==> config.mk <==
export PLATFORM = sky130hd
export DESIGN_NAME = serv_wb_arbiter
export DESIGN_NICKNAME = d
export VERILOG_FILES = /design/src/rtl/serv_wb_arb_pkg.sv /design/src/rtl/serv_wb_arb_wdog.sv /design/src/rtl/serv_wb_arbiter.sv
export SDC_FILE = /design/constraint.sdc
export NUM_CORES = 1
export LEC_CHECK = 0
export ABC_CLOCK_PERIOD_IN_PS = 4600
export BUFFER_PORTS_ARGS = -buffer_cell sky130_fd_sc_hd__buf_2
export CORE_AREA = 2 2 107 109
export DETAILED_ROUTE_END_ITERATION = 10
export DIE_AREA = 0 0 109 111
export PLACE_DENSITY_LB_ADDON = 0.08
export SYNTH_ARGS = -nofsm -noshare
export SYNTH_HDL_FRONTEND = slang
export SYNTH_SLANG_ARGS = --single-unit
==> constraint.sdc <==
create_clock -name clk -period 4.6 [get_ports clk]
set_clock_uncertainty 0.2 [all_clocks]
set_input_delay 0.46 -clock clk [delete_from_list [all_inputs] [get_ports clk]]
set_output_delay 0.46 -clock clk [all_outputs]
set_load 0.05 [all_outputs]
==> src/rtl/serv_wb_arb_pkg.sv <==
// rtl/serv_wb_arb_pkg.sv - shared types and constants for the SERV Wishbone arbiter
package serv_wb_arb_pkg;

    typedef enum logic [1:0] {
        ARB_IDLE  = 2'd0,
        ARB_GNT_I = 2'd1,
        ARB_GNT_D = 2'd2
    } arb_state_t;

    localparam logic [3:0] IBUS_SEL = 4'hF;

endpackage

==> src/rtl/serv_wb_arb_wdog.sv <==
// rtl/serv_wb_arb_wdog.sv - stall watchdog that force-completes a granted transfer
module serv_wb_arb_wdog #(
    parameter int TIMEOUT_W = 4
) (
    input  logic clk,
    input  logic i_rst,
    input  logic i_run,
    input  logic i_clr,
    output logic o_expire
);
    // wdog counts stall cycles already completed, so expiry lands on the (2**W-1)th stall cycle
    localparam int LAST_I = 2**TIMEOUT_W - 2;
    localparam logic [TIMEOUT_W-1:0] LAST = LAST_I[TIMEOUT_W-1:0];

    logic [TIMEOUT_W-1:0] wdog;

    assign o_expire = i_run && (wdog == LAST);

    always_ff @(posedge clk or posedge i_rst) begin
        if (i_rst) begin
            wdog <= '0;
        end else if (i_clr || o_expire) begin
            wdog <= '0;
        end else if (i_run) begin
            wdog <= wdog + 1'b1;
        end
    end

endmodule

==> src/rtl/serv_wb_arbiter.sv <==
// rtl/serv_wb_arbiter.sv - shares one Wishbone-classic port between SERV ibus and dbus
module serv_wb_arbiter #(
    parameter int DBUS_MAX  = 2,
    parameter int TIMEOUT_W = 4
) (
    input  logic        clk,
    input  logic        i_rst,
    input  logic [31:0] i_ibus_adr,
    input  logic        i_ibus_cyc,
    output logic [31:0] o_ibus_rdt,
    output logic        o_ibus_ack,
    input  logic [31:0] i_dbus_adr,
    input  logic [31:0] i_dbus_dat,
    input  logic [3:0]  i_dbus_sel,
    input  logic        i_dbus_we,
    input  logic        i_dbus_cyc,
    output logic [31:0] o_dbus_rdt,
    output logic        o_dbus_ack,
    output logic [31:0] o_wb_adr,
    output logic [31:0] o_wb_dat,
    output logic [3:0]  o_wb_sel,
    output logic        o_wb_we,
    output logic        o_wb_cyc,
    input  logic [31:0] i_wb_rdt,
    input  logic        i_wb_ack,
    output logic        o_timeout,
    output logic        o_timeout_seen
);
    import serv_wb_arb_pkg::*;

    localparam int CNT_W = $clog2(DBUS_MAX + 1);
    localparam logic [CNT_W-1:0] CNT_MAX = DBUS_MAX[CNT_W-1:0];

    arb_state_t       state;
    logic [CNT_W-1:0] dbus_cnt;
    logic             gnt_i;
    logic             gnt_d;
    logic             master_cyc;
    logic             expire;

    assign gnt_i      = (state == ARB_GNT_I);
    assign gnt_d      = (state == ARB_GNT_D);
    assign master_cyc = (gnt_i && i_ibus_cyc) || (gnt_d && i_dbus_cyc);

    // Watchdog only runs while the granted master still wants the bus and no ack arrives
    serv_wb_arb_wdog #(.TIMEOUT_W(TIMEOUT_W)) u_wdog (
        .clk      (clk),
        .i_rst    (i_rst),
        .i_run    (master_cyc && !i_wb_ack),
        .i_clr    (!master_cyc || i_wb_ack),
        .o_expire (expire)
    );

    assign o_ibus_ack = gnt_i && i_ibus_cyc && (i_wb_ack || expire);
    assign o_dbus_ack = gnt_d && i_dbus_cyc && (i_wb_ack || expire);
    assign o_ibus_rdt = (gnt_i && i_ibus_cyc && i_wb_ack) ? i_wb_rdt : 32'h0;
    assign o_dbus_rdt = (gnt_d && i_dbus_cyc && i_wb_ack) ? i_wb_rdt : 32'h0;

    assign o_wb_cyc  = (gnt_i || gnt_d) && !expire;
    assign o_wb_adr  = gnt_d ? i_dbus_adr : i_ibus_adr;
    assign o_wb_dat  = gnt_d ? i_dbus_dat : 32'h0;
    assign o_wb_sel  = gnt_d ? i_dbus_sel : IBUS_SEL;
    assign o_wb_we   = gnt_d && i_dbus_we;
    assign o_timeout = expire;

    always_ff @(posedge clk or posedge i_rst) begin
        if (i_rst) begin
            state          <= ARB_IDLE;
            dbus_cnt       <= '0;
            o_timeout_seen <= 1'b0;
        end else begin
            if (expire) begin
                o_timeout_seen <= 1'b1;
            end
            case (state)
                ARB_IDLE: begin
                    // dbus wins unless ibus is waiting and dbus has used up its streak
                    if (i_dbus_cyc && (!i_ibus_cyc || dbus_cnt < CNT_MAX)) begin
                        state    <= ARB_GNT_D;
                        dbus_cnt <= i_ibus_cyc ? dbus_cnt + 1'b1 : '0;
                    end else if (i_ibus_cyc) begin
                        state    <= ARB_GNT_I;
                        dbus_cnt <= '0;
                    end
                end
                default: begin
                    if (!master_cyc || i_wb_ack || expire) begin
                        state <= ARB_IDLE;
                    end
                end
            endcase
        end
    end

endmodule
Yosys cells after proc, flatten, opt, wreduce, memory -nomap -nowiden. Cells that the tools add are included.

Add/subtract/negate cells: 2. $lt $le $gt $ge: 1. Eq/ne operators: 4. Muxes and demuxes: 14. Reductions and logical operators: 27.

Operators by type and width (number): $mux 32 (4); $mux 2 (7); $mux 4 (3); $logic_and 1x1->1 (11); $logic_or 1x1->1 (6); $reduce_bool 2->1 (3); $add 4x1->4 const B (1); $eq 4x4->1 const B (1); $logic_not 1->1 (4); $reduce_and 2->1 (2); $ne 3x3->1 const B (1); $add 2x1->2 const B (1); $eq 2x1->1 const B (1); $eq 2x2->1 const B (1); $logic_not 2->1 (1); $lt 2x2->1 const B (1).

Flip-flop bits (word level): 9. Input bits: 138. Output and inout port bits: 138. Word-level logic and storage cells: 52.

Depth between registers and ports, before layout. Gate-level depths: netlist of the first run.

Word-level depth: 8. Gate-level depth with buffers: 7.

Modules after synthesis. From an unflattened synthesis of the first run, not the netlist that was laid out.

Cells, all modules: 204. Area total of the unflattened synthesis: 1667.8 µm².

Modules (own cells, without submodules): serv_wb_arbiter (instances 1, cells each 184, area an instance 1451.4 µm², seq. area each 125.1 µm²); serv_wb_arb_wdog (instances 1, cells each 20, area an instance 216.5 µm², seq. area each 100.1 µm²).

Least setup slack after synthesis of the first run. No wires, ideal clock.

Path kind: register to output. From: register state[0]. To: output port o_wb_cyc. Arrival: 2.045 ns. Data required time: 3.940 ns. Setup slack: 1.895 ns. Cell stages (with the launch flop): 7. Buffers on the path: 1. Cell sequence: dfrtp_1 inv_1 ha_1 buf_6 a22o_1 nor3b_2 nor2b_1.

Cells in the longest elaborated chain, start to end: 7. Elaborated cells between the ends (all ways): 10. Those cells by class: eq/ne: 2; reduce/logical: 8.

Ends and longest elaborated chain: start, declared (RTL line serv_wb_arbiter.sv:34) `arb_state_t state;`; start signal, assigned (RTL line serv_wb_arbiter.sv:68) `state <= ARB_IDLE;`; start signal, assigned (RTL line serv_wb_arbiter.sv:79) `state <= ARB_GNT_D;`; start signal, assigned (RTL line serv_wb_arbiter.sv:82) `state <= ARB_GNT_I;`; $eq 2x1->1 or $eq 2x2->1 (tied branches) (RTL line serv_wb_arbiter.sv:41, serv_wb_arbiter.sv:42); $logic_and 1x1->1 (RTL line serv_wb_arbiter.sv:43) `assign master_cyc = (gnt_i && i_ibus_cyc) || (gnt_d && i_dbus_cyc);`; $logic_or 1x1->1 (*) (RTL line serv_wb_arbiter.sv:43); $logic_and 1x1->1 (*) (RTL line serv_wb_arbiter.sv:49) `.i_run (master_cyc && !i_wb_ack),`; $logic_and 1x1->1 (*) (RTL line serv_wb_arb_wdog.sv:17) `assign o_expire = i_run && (wdog == LAST);`; via o_timeout (RTL line serv_wb_arbiter.sv:26) `output logic o_timeout,`; $logic_not 1->1 (*) (RTL line serv_wb_arbiter.sv:59) `assign o_wb_cyc = (gnt_i || gnt_d) && !expire;`; $logic_and 1x1->1 (*) (RTL line serv_wb_arbiter.sv:59); end, declared (RTL line serv_wb_arbiter.sv:23) `output logic o_wb_cyc,`.

The timed path passes the listed nets; every way through them passes the cells marked *.

Worst setup path after layout of the first run.
From: register state[0]. To: output port o_timeout.

Cells in the longest elaborated chain, start to end: 5. Elaborated cells between the ends (all ways): 7. Those cells by class: eq/ne: 2; reduce/logical: 5.

Ends and longest elaborated chain (RTL line): $eq 2x1->1 or $eq 2x2->1 (tied branches) (serv_wb_arbiter.sv:41, serv_wb_arbiter.sv:42); $logic_and 1x1->1 (serv_wb_arbiter.sv:43); $logic_or 1x1->1 (*) (serv_wb_arbiter.sv:43); $logic_and 1x1->1 (*) (serv_wb_arbiter.sv:49); $logic_and 1x1->1 (*) (serv_wb_arb_wdog.sv:17); end, declared (serv_wb_arbiter.sv:26).

Every way passes the cells marked *; elsewhere a longest branch is shown, timed or not.

==> results.txt, run 1 <==
commonest non-fill, non-tap cell in the layout = buf_2
synth unique cells = 30
Antenna diodes = 0
clk sinks = 9
Placer Congestion = 0.811
R2R setup slack = 2320 ps
post-route setup TNS = 0 ps
die height = 111 um
Post-CTS Setup Repair Bufs = 0
first drt pass iteration count = 4
crit-path max FO = 70
Layout area overhead = 99.4%
CP max stage delay = 510 ps
fin nets = 610
failing checks = hold timing
final setup fails = 0
largest buffer count on any clock path = 2
VDD IR max = 0.000305 V
switch share = 65.1%
number of global-route vias before repair = 2069
Data arrival, critical path = 2300 ps
cts repair resizes = 0
FFs w/ async S/R, synth = 100%
Worst path slowest cell = buf_4
Setup crit start = state[0]
root buf cell = clkbuf_16
Power Density = 529 nW/um^2
RSZ-0062 raised after global routing = no
startpoint types = register
Post-synth EDFFs = 0
sw power = 1.08 mW
CTS Buf Count = 3
GR Overflow Total = 0
Clock power frac = 9.2%
Cell Chain, Critical Path = inv_1 > ha_2 > buf_4 > a22o_1 > nor3b_2 > buf_2
R2R cell count = 6
largest net degree at the start of global routing = 71
htree depth = 1
Hold/Removal Path Class = in -> async
Clock transition at path regs = 40 ps
leak pwr = 1.92 nW
final hold violations = 9
drt wl/cell = 12.8 um
routed via count = 2306
combinational share of power = 84.4%
met3 Resource Use GR = 1.18%
met1 usage = 12.7%
Critical Path RT = 3940 ps
crit path to = o_timeout
Post-Synthesis Cells = 200
Die ar. = 12100 um^2
post-route ant nets = 0
Syn Nets = 343
Mean Syn Cell Area = 7.90 um^2
Filler cells = 1247
Final Cell Area = 3150 um^2
hold-fix buffers at CTS = 0
reg2reg end = state[0]
register bit total from synthesis = 9
GRT busiest layer = met2
layout cell share with drive strength beyond 1 = 68.2%
sequential share of the synthesized area = 14.3%
worst slew pin tran = 964 ps
global-route usage over all layers = 11.4%
DR iter-0 viols = 49
dpl hpwl = 6740 um
fin crit share = 64.4%
Die X = 109 um
ys flop type = dfrtp_1
overall routed net length = 7770 um
initial cell density of the core = 14.3%
crit path time final = 2960 ps
critical path type = reg -> out
TritonCTS clock tree = built
vias per cell = 3.79
global-route wire length before repair = 11000 um
Hold Worst Slack = -19.1 ps
Syn Std Cell Area = 1580 um^2
later-pin clock latency in the skew report = 230 ps
leading cell types in the layout, fill and taps excluded = 275 x buf_2, 97 x and2_1, 32 x mux2_2
met2 Track Usage GR = 23.1%
drc violations = 0
DP Area = 3070 um^2
FP Rows = 39
number of I/O port buffers = 275
status = complete, but fails checks
Max Slew Vio Count = 0
Pint = 0.582 mW
Flop pwr share = 6.4%
Top-Level Pins = 276
Ys Warns = 0
Core ar. = 11100 um^2
Slew headroom = 35.7%
antenna violations before repair = 0
Setup crit end kind = output pin
MaxCap Viol Count = 0
Critical R2R Launch = state[0]
Fmax achieved = 0.337 GHz
-- final cells by class --
cell class                 instances  area [um^2]  share of cell area (%)
clock buffer                       4         78.8                    2.50
inverter                           7         26.3                   0.835
multi-input combinational        170         1250                    39.9
sequential                         9          225                    7.15
tap                              143          179                    5.68
timing repair buffer             276         1380                    44.0
-- power groups by stage --
stage,Clock (mW),Sequential (mW),Combinational [mW]
floorplan,0,0.105,1.12
global placement,0,0.108,1.42
detailed placement,0,0.108,1.42
CTS,0.156,0.107,1.42
global route,0.161,0.109,1.48
finish,0.152,0.107,1.41
-- critical path, delay by kind of cell (launching register included) --
| kind | cells | cell delay (ps) |
|---|---|---|
| DFF | 1 | 380 |
| adders and majority gates | 1 | 190 |
| and+or+nand+nor | 1 | 250 |
| buffers and inverters | 3 | 950 |
| AOI/OAI and AO/OA | 1 | 300 |
-- state kept, by name, summed over array words and instances (netlist names) --
register / cells
u_wdog.wdog: 4
state: 2
o_timeout_seen: 1
dbus_cnt: 2
-- synthesized netlist by cell type (2+ instances only) --
cell,count,area [um^2]
and2_1,97,607
buf_2,6,30.0
clkbuf_1,3,11.3
clkbuf_2,3,15.0
dfrtp_1,9,225
ha_1,5,62.6
inv_1,6,22.5
mux2_2,32,360
nand2_1,4,15.0
nand2b_1,4,25.0
nand3_1,3,15.0
nor2_1,6,22.5
nor2_2,2,12.5
nor2b_1,2,12.5
o21ai_0,3,15.0
-- metrics by stage --
| stage | setup WS [ps] | total power, mW | utilization, % | cells |
|---|---|---|---|---|
| 2_1_floorplan | 1900 | 1.23 | - | 200 |
| 3_3_place_gp | 1870 | 1.53 | 27.7 | 605 |
| 5_1_grt | 1410 | 1.75 | 28.4 | 609 |
| 4_1_cts | 1570 | 1.68 | 28.4 | 609 |
| 6_report | 1640 | 1.66 | 28.4 | 609 |
| 3_5_place_dp | 1840 | 1.53 | 27.7 | 605 |
-- metal layers --
metal	wire length, um	share of wire (%)
met3	544	7.0
met2	4310	55
met1	2890	37
met5	0	0
met4	28	0.36
-- kinds of logic (layout without fill, tap and decap cells) --
logic type	count (synthesis)	count (layout)	share of synthesized area [%]
multiplexers	32	32	22.8
adder cells (fa/ha/maj)	5	5	3.96
buffers and inverters	21	287	6.42
flip-flops	9	9	14.3
XOR/XNOR	2	2	1.11
AND/OR/NAND/NOR	121	121	46.7
AO/OA/AOI/OAI	10	10	4.75
-- worst min path at each step --
stage	start	to	cells after the start
finish	i_rst	dbus_cnt[0]	2
global route	i_rst	dbus_cnt[0]	2
CTS	i_rst	o_timeout_seen	2
detailed placement	i_rst	dbus_cnt[0]	2
global placement	i_rst	dbus_cnt[0]	2
floorplan	i_rst	dbus_cnt[0]	1
Note: power is estimated with default switching activity, not from simulation.
==> inputs of run 2 (changes only) <==
--- a/config.mk
+++ b/config.mk
@@ -5,11 +5,12 @@
 export SDC_FILE = /design/constraint.sdc
 export NUM_CORES = 1
 export LEC_CHECK = 0
-export ABC_CLOCK_PERIOD_IN_PS = 4600
+export ABC_AREA = 1
+export ABC_CLOCK_PERIOD_IN_PS = 2900
 export BUFFER_PORTS_ARGS = -buffer_cell sky130_fd_sc_hd__buf_2
-export CORE_AREA = 2 2 107 109
+export CORE_AREA = 2 2 108 110
 export DETAILED_ROUTE_END_ITERATION = 10
-export DIE_AREA = 0 0 109 111
+export DIE_AREA = 0 0 110 112
 export PLACE_DENSITY_LB_ADDON = 0.08
 export SYNTH_ARGS = -nofsm -noshare
 export SYNTH_HDL_FRONTEND = slang
==> constraint.sdc (replaced) <==
create_clock -name clk -period 2.9 [get_ports clk]
set_clock_uncertainty 0.2 [all_clocks]
set_input_delay 0.29 -clock clk [delete_from_list [all_inputs] [get_ports clk]]
set_output_delay 0.29 -clock clk [all_outputs]
set_load 0.05 [all_outputs]
==> run 2 against run 1 <==
Against the previous run: the run now ends clean; synthesized cell count is 38% higher; total power is 80% higher; hold slack better by 190 ps; global-route usage is 0.38 points higher; area after synthesis is 1.4% higher; critical endpoint is now o_wb_adr[14]; largest cell class unchanged.
==> results.txt, run 2 <==
global-route wire length before repair = 11600 um
R2R cell count = 8
post-route ant nets = 0
Placed Cells = 682
CTS Buf Count = 3
Ys Warns = 0
post-route setup TNS = 0 ps
first drt pass iteration count = 4
Power Density = 938 nW/um^2
final setup fails = 0
VDD IR max = 0.000535 V
share of the synthesized area in the top cell type = 22.5%
Top-Level Pins = 276
number of I/O port buffers = 275
Layout area overhead = 99.1%
number of flip-flops in the largest register = 4
Critical Path RT = 2410 ps
MaxCap Viol Count = 0
Multi-input gate area = 992 um^2
TritonCTS clock tree = built
die height = 112 um
Clock transition at path regs = 40 ps
final hold violations = 0
fin nets = 688
FP Rows = 39
initial cell density of the core = 14.3%
Die ar. = 12300 um^2
crit-path max FO = 69
Top reg by flops = u_wdog.wdog
Max Slew Vio Count = 0
Placer Congestion = 0.849
overall routed net length = 8190 um
Post-Synthesis Cells = 275
leading cell types in the layout, fill and taps excluded = 275 x buf_2, 78 x inv_1, 71 x nor2_1
slack of the critical path = 572 ps
layout cell share with drive strength beyond 1 = 58.5%
Data arrival, critical path = 1840 ps
ys flop type = dfrtp_1
largest net degree at the start of global routing = 70
Register Area = 225 um^2
Slew headroom = 69.4%
synth unique cells = 19
critical path type = reg -> out
global-route usage over all layers = 11.8%
most numerous cell in the Yosys netlist = inv_1
Setup crit end kind = output pin
Hold/Removal Path Class = in -> reg
Antenna diodes = 0
Synth top cells by count = 78 x inv_1, 71 x nor2_1, 45 x nand2_1, 32 x mux2_2
Core ar. = 11200 um^2
sequential share of the synthesized area = 14.1%
Post-synth EDFFs = 0
vias per cell = 3.67
later-pin clock latency in the skew report = 230 ps
register bit total from synthesis = 9
worst slew pin tran = 454 ps
drt wl/cell = 11.9 um
dpl hpwl = 7130 um
Final Cell Area = 3190 um^2
clk sinks = 9
antenna violations before repair = 0
FFs w/ async S/R, synth = 100%
Syn Std Cell Area = 1600 um^2
startpoint types = register
post-synth top area cell = mux2_2
cts repair resizes = 0
number of global-route vias before repair = 2272
htree depth = 1
crit path time final = 2330 ps
root buf cell = clkbuf_16
Post-CTS Setup Repair Bufs = 0
Fmax achieved = 0.430 GHz
fin crit share = 80.3%
Die X = 110 um
Syn Nets = 418
DP Area = 3100 um^2
commonest non-fill, non-tap cell in the layout = buf_2
largest cells by area after synthesis = mux2_2 22%, inv_1 18%, nor2_1 17%
GR Overflow Total = 0
leak pwr = 2.35 nW
RSZ-0062 raised after global routing = no
Mean Syn Cell Area = 5.82 um^2
post-place setup slack = 811 ps
drc violations = 0
routed via count = 2521
Regs by FF count = u_wdog.wdog x4, dbus_cnt x2, state x2
Filler cells = 1287
DR iter-0 viols = 83
largest buffer count on any clock path = 2
Layout Cells excl Fill = 687
hold depth = 3
status = completed
run 2: area by class of cell:
class	count	share of cell area, %
inverters	78	9.18
clock buffers	4	2.47
repair buffers	279	44.6
well taps	143	5.61
flip-flops and latches	9	7.06
multi-input cells	174	31.1
run 2: cells by family (layout without fill, tap and decap cells):
logic type                 count (synthesis)  in the layout  synth area share (%)
muxes                                     32             32                  22.5
AOI/OAI and AO/OA                          5              5                  1.80
adders and majority gates                  5              5                  3.91
buffers and inverters                     92            361                  24.1
xor gates and xnor gates                   2              2                  1.09
and+or+nand+nor                          130            130                  32.5
DFF                                        9              9                  14.1
run 2: final timing paths:
check | start | endpoint | slack (ps)
hold / removal | i_dbus_cyc | state[1] | 170
setup / recovery | state[0] | o_wb_adr[14] | 570
min in group asynchronous | i_rst | o_timeout_seen | 370
setup reg to reg | state[0] | state[1] | 1390
hold reg to reg | o_timeout_seen | o_timeout_seen | 270
max in group asynchronous | i_rst | state[0] | 1870
run 2: stage by stage:
stage | power [mW] | util (%) | hold slack [ps]
global route | 3.18 | 28.5 | 191
detailed placement | 2.78 | 27.7 | 85.3
CTS | 3.03 | 28.5 | 169
floorplan | 2.26 | - | -82.1
finish | 2.99 | 28.5 | 169
global placement | 2.78 | 27.7 | 82.9
run 2: layer usage:
| metal | GRT usage (%) | vias up | share of wire, % |
|---|---|---|---|
| met5 | 0 | - | 0 |
| met4 | 1.18 | 0 | 0.27 |
| met3 | 1.52 | 4 | 7.5 |
| met2 | 25.1 | 97 | 58 |
| met1 | 12.1 | 1098 | 35 |
| li1 | - | 1322 | - |
run 2: repair_timing:
| item | 4_1_cts | 5_1_grt |
|---|---|---|
| endpoints found under the hold margin | 9 | 0 |
| setup endpoints to repair | 0 | 0 |
| hold buffers | 1 | 0 |
run 2: critical path: stages (launching register included):
cell and delay, ps:
dfrtp_1 380, inv_1 90, ha_2 230, buf_12 290, mux2_2 380, buf_2 210
run 2: power breakdown:
group	switching, mW	internal (mW)
Combinational	1.92	0.644
Sequential	0.0254	0.158
Clock	0.0566	0.183
Total	2.00	0.985
==> inputs of run 3 (changes only) <==
--- a/config.mk
+++ b/config.mk
@@ -6,7 +6,7 @@
 export NUM_CORES = 1
 export LEC_CHECK = 0
 export ABC_AREA = 1
-export ABC_CLOCK_PERIOD_IN_PS = 2900
+export ABC_CLOCK_PERIOD_IN_PS = 2310
 export BUFFER_PORTS_ARGS = -buffer_cell sky130_fd_sc_hd__buf_2
 export CORE_AREA = 2 2 108 110
 export DETAILED_ROUTE_END_ITERATION = 10
==> constraint.sdc (replaced) <==
create_clock -name clk -period 2.31 [get_ports clk]
set_clock_uncertainty 0.2 [all_clocks]
set_input_delay 0.231 -clock clk [delete_from_list [all_inputs] [get_ports clk]]
set_output_delay 0.231 -clock clk [all_outputs]
set_load 0.05 [all_outputs]
==> run 3 against run 2 <==
Against the previous run: utilization grew 0.44 points; routed wire length grew 3.1%; highest routed layer unchanged; cell count grew 0.29%; global-route usage grew 0.31 points; register-to-register slack lost 650 ps; sequential cell count is the same; critical path type unchanged; non-clock buffer count grew 2.
==> results.txt, run 3 (synthesis gave the netlist of run 2 again) <==
routed via count = 2541
Post-CTS Setup Repair Bufs = 0
Layout Cells excl Fill = 689
met1 usage = 13.3%
CP max stage delay = 390 ps
Critical R2R Launch = state[0]
Slew headroom = 68.7%
fin crit share = 96.2%
antenna violations before repair = 0
number of I/O port buffers = 275
Hold/Removal Path Class = in -> reg
first drt pass iteration count = 4
leak pwr = 2.37 nW
total power = 3.86 mW
Placed Cells = 683
Worst path slowest cell = dfrtp_1
status = completed
critical path type = reg -> out
GRT busiest layer = met2
Power Density = 1190 nW/um^2
post-route setup TNS = 0 ps
DR iter-0 viols = 110
number of flip-flops in the largest register = 4
number of global-route vias before repair = 2283
later-pin clock latency in the skew report = 240 ps
GR Overflow Total = 0
worst slew pin tran = 465 ps
final hold violations = 0
Filler cells = 1296
top cell family by delay on the critical path = buffers and inverters
crit-path max FO = 35
RSZ-0062 raised after global routing = no
largest net degree at the start of global routing = 70
MaxCap Viol Count = 0
R2R cell count = 8
drc violations = 0
crit path to = o_wb_adr[23]
clk sinks = 9
Top reg by flops = u_wdog.wdog
startpoint types = register
post-route ant nets = 0
global-route usage over all layers = 12.1%
Core ar. = 11200 um^2
R2R setup slack = 740 ps
met3 Resource Use GR = 1.64%
htree depth = 1
global-route wire length before repair = 11800 um
CTS Buf Count = 3
met2 Track Usage GR = 24.0%
layout cell share with drive strength beyond 1 = 58.8%
Die ar. = 12300 um^2
VDD IR max = 0.000604 V
Critical Path RT = 1880 ps
commonest non-fill, non-tap cell in the layout = buf_2
vias per cell = 3.69
TritonCTS clock tree = built
Data arrival, critical path = 1790 ps
Placer Congestion = 0.913
final setup fails = 0
fin nets = 690
WP buf/inv = 3
die height = 112 um
Top-Level Pins = 276
Multi-input gate area = 1000 um^2
Clock transition at path regs = 40 ps
FP Rows = 39
largest buffer count on any clock path = 2
Die X = 110 um
Regs by FF count = u_wdog.wdog x4, dbus_cnt x2, state x2
Layout area overhead = 102%
Antenna diodes = 0
Max Slew Vio Count = 0
crit path time final = 2220 ps
Setup crit start = state[0]
root buf cell = clkbuf_16
Register Area = 225 um^2
overall routed net length = 8440 um
Cell Chain, Critical Path = inv_1 > ha_4 > buf_12 > mux2_2 > buf_2
drt wl/cell = 12.2 um
Worst path depth = 5
initial cell density of the core = 14.3%
Hold Worst Slack = 106 ps
reg2reg end = state[0]
dpl hpwl = 7130 um
leading cell types in the layout, fill and taps excluded = 273 x buf_2, 78 x inv_1, 71 x nor2_1
Setup crit end kind = output pin
Fmax achieved = 0.450 GHz
[run 3: cell count changes in the layout (fill, tap and decap cells not counted), sizes merged]
cell,before,now
clkbuf,4,6
buf,278,277
clkinv,0,1
[run 3: layout make-up]
type	instances	area share, %
flip-flops and latches	9	6.96
well taps	143	5.53
clock buffers	3	2.32
inverters	78	9.04
multi-input cells	174	31.0
repair buffers	281	45.1
clock inverters	1	0.155
[run 3: how the worst min path moves through the flow]
| stage | cells past startpoint | startpoint | endpoint |
|---|---|---|---|
| after floorplan | 1 | i_rst | dbus_cnt[0] |
| after global placement | 2 | i_rst | u_wdog.wdog[1] |
| after detailed placement | 2 | i_rst | u_wdog.wdog[1] |
| after CTS | 3 | i_dbus_cyc | state[1] |
| after global routing | 3 | i_dbus_cyc | state[1] |
| final | 3 | i_dbus_cyc | state[1] |
[run 3: worst register-to-register path, stage by stage, from the launching register on]
cell and delay (ps):
dfrtp_1 390, inv_1 130, ha_4 210, nand2_2 70, nand2_1 110, nand3_2 140, nand2_1 120, nand3_1 70
nand2_1 70
[run 3: repair_timing]
item / 4_1_cts / 5_1_grt
endpoints found under the hold margin: 9 / 0
endpoints found under the setup margin: 0 / 32
hold buffers: 1 / 0
resized for setup: 0 / 3
[run 3: power by group]
part	internal, mW	leakage [nW]	switching [mW]
sequential	0.198	0.121	0.0382
combinational	0.867	2.21	2.44
clock	0.229	0.0409	0.0894
[run 3: per-stage QoR]
step / instance area (um^2) / worst slack [ps] / utilization [%]
final: 3240 / 87.8 / 29.0
after global routing: 3240 / 7.09 / 29.0
after CTS: 3200 / 3.52 / 28.6
after detailed placement: 3110 / 261 / 27.8
after global placement: 3110 / 294 / 27.8
after floorplan: 1600 / -92.1 / -
[run 3: routing by layer]
layer | vias to the layer above | wire length (um)
li1 | 1329 | -
met1 | 1103 | 3110
met2 | 99 | 4590
met3 | 10 | 623
met4 | 0 | 108
met5 | - | 0
